<file path="src/rtl/fifo_pkg.sv">
// ============================================================================
// Module  : fifo_pkg
// Purpose : Shared widths and lane-ratio helpers for the FIFO write-side logic.
// Revision: 1.0 - initial release
// ============================================================================
`default_nettype none

package fifo_pkg;

    localparam int FIFO_DATA_W = 128;
    localparam int FIFO_IN_W   = 32;
    localparam int FIFO_CNT_W  = 16;

    function automatic int ratio_of(input int data_w, input int in_w);
        return data_w / in_w;
    endfunction

    // A single-bit lane index still needs one flop when RATIO is 2.
    function automatic int lane_idx_w(input int ratio);
        return (ratio > 2) ? $clog2(ratio) : 1;
    endfunction

    function automatic bit ratio_ok(input int data_w, input int in_w);
        return (in_w > 0) && ((data_w % in_w) == 0) && ((data_w / in_w) >= 2);
    endfunction

endpackage

`default_nettype wire

</file>
<file path="src/rtl/fifo_wr_hold_stage.sv">
// ============================================================================
// Module  : fifo_wr_hold_stage
// Purpose : One-word holding register feeding the FIFO write port; counts writes.
// Revision: 1.0 - initial release
// ============================================================================
`default_nettype none

module fifo_wr_hold_stage #(
    parameter int DATA_W = 128,
    parameter int CNT_W  = 16
) (
    input  logic              clk,
    input  logic              rstn,
    input  logic              i_load,
    input  logic [DATA_W-1:0] i_data,
    input  logic              i_full,
    output logic              o_hold_vld,
    output logic              o_wren,
    output logic [DATA_W-1:0] o_wrdata,
    output logic [CNT_W-1:0]  o_wr_cnt
);

    logic [DATA_W-1:0] r_hold;
    logic              r_hold_vld;
    logic [CNT_W-1:0]  r_wr_cnt;
    logic              w_wren;

    assign w_wren = r_hold_vld & ~i_full;

    // A load in the same cycle as a drain wins, so the stage stays full.
    always_ff @(posedge clk) begin
        if (!rstn) begin
            r_hold     <= '0;
            r_hold_vld <= 1'b0;
            r_wr_cnt   <= '0;
        end else begin
            if (i_load) begin
                r_hold     <= i_data;
                r_hold_vld <= 1'b1;
            end else if (w_wren) begin
                r_hold_vld <= 1'b0;
            end
            if (w_wren) begin
                r_wr_cnt <= r_wr_cnt + CNT_W'(1);
            end
        end
    end

    assign o_hold_vld = r_hold_vld;
    assign o_wren     = w_wren;
    assign o_wrdata   = r_hold;
    assign o_wr_cnt   = r_wr_cnt;

endmodule

`default_nettype wire

</file>
<file path="src/rtl/fifo_wr_packer.sv">
// ============================================================================
// Module  : fifo_wr_packer
// Purpose : Packs IN_W-bit lanes LSB-first into DATA_W-bit FIFO words.
//           Define FIFO_WR_PACKER_LAST_EN to add s_last partial-word flushing.
// Revision: 1.0 - initial release
// ============================================================================
`default_nettype none

module fifo_wr_packer
    import fifo_pkg::*;
#(
    parameter int DATA_W = FIFO_DATA_W,
    parameter int IN_W   = FIFO_IN_W,
    parameter int CNT_W  = FIFO_CNT_W
) (
    input  logic              clk,
    input  logic              rstn,
    input  logic              s_valid,
    output logic              s_ready,
    input  logic [IN_W-1:0]   s_data,
`ifdef FIFO_WR_PACKER_LAST_EN
    input  logic              s_last,
`endif
    input  logic              i_full,
    output logic              o_wren,
    output logic [DATA_W-1:0] o_wrdata,
    output logic [CNT_W-1:0]  o_wr_cnt,
    output logic              o_busy
);

    localparam int c_RATIO  = ratio_of(DATA_W, IN_W);
    localparam int c_LANE_W = lane_idx_w(c_RATIO);

    generate
        if (!ratio_ok(DATA_W, IN_W)) begin : g_bad_ratio
            $error("fifo_wr_packer: DATA_W must be a multiple of IN_W with ratio >= 2");
        end
    endgenerate

    logic [DATA_W-1:0]   r_acc;
    logic [c_LANE_W-1:0] r_lane_cnt;
    logic [DATA_W-1:0]   w_merged;
    logic                w_last;
    logic                w_completing_lane;
    logic                w_accept;
    logic                w_complete;
    logic                w_hold_vld;

`ifdef FIFO_WR_PACKER_LAST_EN
    assign w_last = s_last;
`else
    assign w_last = 1'b0;
`endif

    assign w_completing_lane = (r_lane_cnt == c_LANE_W'(c_RATIO - 1)) | w_last;
    // A completing lane needs a free (or draining) hold stage; others always go.
    assign s_ready    = rstn & (~w_completing_lane | ~w_hold_vld | ~i_full);
    assign w_accept   = s_valid & s_ready;
    assign w_complete = w_accept & w_completing_lane;

    // Lanes above the current one are already zero in the accumulator.
    always_comb begin
        w_merged = r_acc;
        for (int k = 0; k < c_RATIO; k++) begin
            if (r_lane_cnt == c_LANE_W'(k)) begin
                w_merged[k*IN_W +: IN_W] = s_data;
            end
        end
    end

    always_ff @(posedge clk) begin
        if (!rstn) begin
            r_acc      <= '0;
            r_lane_cnt <= '0;
        end else if (w_complete) begin
            r_acc      <= '0;
            r_lane_cnt <= '0;
        end else if (w_accept) begin
            r_acc      <= w_merged;
            r_lane_cnt <= r_lane_cnt + c_LANE_W'(1);
        end
    end

    fifo_wr_hold_stage #(
        .DATA_W (DATA_W),
        .CNT_W  (CNT_W)
    ) u_hold (
        .clk        (clk),
        .rstn       (rstn),
        .i_load     (w_complete),
        .i_data     (w_merged),
        .i_full     (i_full),
        .o_hold_vld (w_hold_vld),
        .o_wren     (o_wren),
        .o_wrdata   (o_wrdata),
        .o_wr_cnt   (o_wr_cnt)
    );

    assign o_busy = w_hold_vld | (r_lane_cnt != '0);

endmodule

`default_nettype wire
</file>
<file path="config.mk">
export PLATFORM = sky130hd
export DESIGN_NAME = fifo_wr_packer
export DESIGN_NICKNAME = d
export VERILOG_FILES = /design/src/rtl/fifo_pkg.sv /design/src/rtl/fifo_wr_hold_stage.sv /design/src/rtl/fifo_wr_packer.sv
export SDC_FILE = /design/constraint.sdc
export NUM_CORES = 1
export LEC_CHECK = 0
export CAP_MARGIN = 20
export CELL_PAD_IN_SITES_DETAIL_PLACEMENT = 2
export CELL_PAD_IN_SITES_GLOBAL_PLACEMENT = 2
export CORE_MARGIN = 4
export CORE_UTILIZATION = 30
export DETAILED_ROUTE_END_ITERATION = 10
export PLACE_DENSITY_LB_ADDON = 0.2
export SLEW_MARGIN = 20
export SYNTH_ARGS = -nofsm -noshare
export SYNTH_HDL_FRONTEND = slang
export SYNTH_HIERARCHICAL = 1
export SYNTH_SLANG_ARGS = --single-unit
</file>
<file path="constraint.sdc">
create_clock -name clk -period 4 [get_ports clk]
set_input_delay 1 -clock clk [delete_from_list [all_inputs] [get_ports clk]]
set_output_delay 1 -clock clk [all_outputs]
set_load 0.02 [all_outputs]
</file>
* Word-level counts from Yosys, hierarchy flattened *
Cells that the tools add are included.

cells by class
  add/subtract/negate cells = 2
  eq/ne operators = 3
  mux-type cells = 6
  bitwise logic cells = 11
  reduce and logical (&&, ||, !) cells = 4

operator list
  cell                     number
  $mux W32                 4
  $add A16 B1 Y16 const B  1
  $and A1 B1 Y1            4
  $eq A2 B2 Y1 const B     2
  $not A1 Y1               4
  $reduce_bool A2 Y1       2
  $or A1 B1 Y1             3
  $add A2 B1 Y2 const B    1
  $eq A2 B1 Y1 const B     1
  $logic_not A2 Y1         1
  $mux W1                  2
  $reduce_or A2 Y1         1

storage, ports and cells
  bits in registers = 275
  bits of input ports = 36
  output and inout port bits = 147
  logic and storage cells = 31

* Logic depth before layout (Yosys ltp) *
  depth after elaboration = 8
  depth in mapped cells = 10

* By module *
The synthesis kept the hierarchy.

by module, submodules not included
  module              times used  cells each  area each (sq um)  sequential area each (sq um)
  fifo_wr_packer      1           672         6,560.0            2,602.5
  fifo_wr_hold_stage  1           497         5,207.5            2,902.8

* Least setup slack after synthesis *
Ideal clock, no wire load.

  path type = input to register
  from = input i_full
  to = register u_hold.r_hold[108], in the netlist u_hold/o_wrdata[108]
  arrival = 2.435 ns
  slack = 1.437 ns
  cell stages on the path = 8
  path buffers = 3
  cell sequence = nand3_2 -> and2_1 -> and3_1 -> clkbuf_1 -> buf_2 -> buf_2 -> mux2i_1 -> nor2_1

on the way
  longest elaborated chain between the ends = 5

ends and longest elaborated chain
  element               line                      text
  start, declared       fifo_wr_packer.sv:24      input logic i_full,
  $not A1 Y1            fifo_wr_packer.sv:57      assign s_ready = rstn & (~w_completing_lane | ~w_hold_vld | ~i_full);
  $or A1 B1 Y1          fifo_wr_packer.sv:57
  $and A1 B1 Y1         fifo_wr_packer.sv:57
  via s_ready           fifo_wr_packer.sv:19      output logic s_ready,
  $and A1 B1 Y1         fifo_wr_packer.sv:58      assign w_accept = s_valid & s_ready;
  $and A1 B1 Y1         fifo_wr_packer.sv:59      assign w_complete = w_accept & w_completing_lane;
  via w_complete        fifo_wr_packer.sv:46      logic w_complete;
  end signal, assigned  fifo_wr_hold_stage.sv:38  r_hold <= i_data;
  end, declared         fifo_wr_hold_stage.sv:23  logic [DATA_W-1:0] r_hold;

The timed path passes the listed nets, and every way through them passes these cells.
A chain may end at the register's enable or synchronous reset.

* Worst setup path in the final report *
  from = input i_full
  to = output s_ready

on the way
  longest elaborated chain between the ends = 3

ends and longest elaborated chain
  element        line
  $not A1 Y1     fifo_wr_packer.sv:57
  $or A1 B1 Y1   fifo_wr_packer.sv:57
  $and A1 B1 Y1  fifo_wr_packer.sv:57
  end, declared  fifo_wr_packer.sv:19

Every way passes these cells.

==> metrics.txt <==
ys async rst share 0%; CTS Buffer Depth 3; Main synth FF type dfxtp_1; hold path depth 1; area of the multi-input gates 5700 um2; Hold Path Class reg -> reg; Worst R2R Start r_lane_cnt[0]$_SDFFE_PP0P_; final setup TNS 0 ns; clk_skew 0.0193 ns; grt total ovfl 0; drt first pass iters 4; data arrival time of the worst path 2.51 ns; Seq/Total Area, Yosys 46.8%; Residual DRC 0; crit end category output pin; main combinational cell family by area after synthesis multiplexers; sequential cell area 5510 um2; Total GRT Usage 17.6%; Top Ports 183; Synth cell types 42; Mapped Nets 1210; Die X 206 um; # fillers 4202; Clk Latency, worst-skew pair 0.52 ns; post-synth top area share 46.8%; Setup crit end s_ready; Clock H-tree levels 2; Max-cap violations 0; vias in the first global route 10000; initial core utilization 30.4%; Core Box Area 38700 um2; R2R setup slack 1.54 ns; Final period util 87.7%; hold buffer count at CTS 0; Post-Synth XOR/XNOR Area 0.744%; Post-Syn Instances 1169; Routed Antenna Nets 0; RSZ-0062 raised after global routing false; final WL 38100 um; Synth warnings 6; worst reg-to-reg path cell count 6; Tightest Pin Transition 0.789 ns; Post-synth top cells 275 x dfxtp_1, 154 x nor3_1, 141 x nor2_1; routability cong. 0.703; number of port buffers 182; Post-synth EDFFs 0; die area 42500 um2; count leader, synth dfxtp_1; crit path launch type input pin; synthesized flop and latch total 275; Post-Synthesis Cell Area 11800 um2; VDD IR max 0.221 mV; Critical Path Source i_full; run status finished clean; CTS tree done; share of post-route cells with drive strength above 1 19.6%; Cell Rows 72; Final Hold Fails 0; mux cell area share after synthesis 23.8%; Peak Freq 285 MHz; Final nets 1353; top cells by area, synth dfxtp_1 47%, mux2i_1 11%, mux2_2 11%, nor3_1 6.5%, nor2_1 4.5%; Total Power 6.36 mW; final setup fails 0; post-CTS sizing 0; WS Path Type in -> out; top cell type by total area after synthesis dfxtp_1; adder-cell share of the synthesized area 0.532%; # clock sinks 275; Pleak 5.40 nW; clock-pin slew on the worst setup and hold paths 0.05 ns; CTS buffer count 35; root buf cell clkbuf_16; Max-slew headroom 47.4%; post-synthesis simple-gate area fraction 18.1%; drt via density 4.98; Slew Limit Fails 0; WL/cell 20.6 um; Die Y 206 um; via count 9234; Synth Area in Compound Gates 4.93%; PD cells 422 nW/um2; initial antenna violation count 0; Min Clock Period, post-route 3.51 ns; worst hold start r_acc[98]$_SDFFE_PP0P_; Post-CTS Setup Inserts 0; Critical Path Fanout Max 3; ANT cells 0; largest net degree at the start of global routing 70; Starting DRT DRC Count 279; syn_area_per_cell 10.1 um2; first-pass GRT wire length 59100 um; reg2reg end r_acc[42]$_SDFFE_PP0P_; P&R area growth vs syn 28.0%; dpl hpwl 23800 um; Worst EP required 3.00 ns
[registers in the layout, indices dropped and copies added, names as in the netlist]
| signal | flops |
|---|---|
| u_hold/o_wrdata | 128 |
| u_hold/o_hold_vld | 1 |
| r_acc | 128 |
| u_hold/o_wr_cnt | 16 |
| r_lane_cnt | 2 |
[per-layer routing]
layer / global-route usage [%] / routed length [um] / vias up
li1: - / - / 4363
met1: 22.4 / 17200 / 4687
met2: 30.7 / 18600 / 140
met3: 3.62 / 1600 / 44
met4: 3.71 / 620 / 0
met5: 0 / 0 / -
[worst min path at each step]
stage,to,slack [ns]
2_1_floorplan,r_acc[100]$_SDFFE_PP0P_,0.43
3_3_place_gp,r_acc[106]$_SDFFE_PP0P_,0.44
3_5_place_dp,r_acc[98]$_SDFFE_PP0P_,0.44
4_1_cts,r_acc[98]$_SDFFE_PP0P_,0.46
5_1_grt,r_acc[127]$_SDFFE_PP0P_,0.46
6_report,r_acc[98]$_SDFFE_PP0P_,0.46
[final cells by class]
class                   count  share of cell area, %
clock buffers              52                   7.05
clock inverters             8                  0.266
inverters                   5                  0.141
multi-input cells         788                   37.8
flip-flops and latches    275                   36.6
well taps                 518                   4.30
repair buffers            207                   13.8
[cell families (layout without fill, tap and decap cells)]
group,after synthesis,in the layout
AOI/OAI and AO/OA,113,113
xor gates and xnor gates,10,10
adders and majority gates,5,5
buffers and inverters,106,272
DFF,275,275
muxes,257,257
and+or+nand+nor,403,403
[placed cells by master, fill, tap and decap left out, drive strengths merged, types with 7 or more instances in the layout]
cell,netlist,routed
mux2i,129,129
nor2,141,141
clkdlybuf4s50,0,182
nor3,192,192
nand2,9,9
clkbuf,35,52
nand3,7,7
clkinv,0,8
buf,66,25
a21oi,104,104
and2,36,36
dfxtp,275,275
mux2,128,128
[worst max-delay path: stages]
cell	delay, ns
clkdlybuf4s50_1	0.58
nand3_4	0.12
and2_1	0.24
clkdlybuf4s50_1	0.56
[report_power, final]
group          total, mW  internal (mW)  switching [mW]
clock               3.02           1.83            1.20
sequential          2.84           2.81          0.0329
combinational      0.501          0.216           0.285
total               6.36           4.85            1.51
[through the flow]
step / setup slack [ns] / utilization (%) / cell area [um2] / cells / hold slack (ns)
finish: 0.491 / 38.9 / 15100 / 1853 / 0.456
global route: 0.443 / 38.9 / 15100 / 1853 / 0.465
CTS: 0.468 / 38.9 / 15100 / 1853 / 0.462
detailed placement: 0.493 / 36.0 / 14000 / 1793 / 0.444
global placement: 0.497 / 36.0 / 14000 / 1793 / 0.438
floorplan: 1.44 / - / 11800 / 1169 / 0.426
No activity file was read; power rests on OpenSTA's default activity.
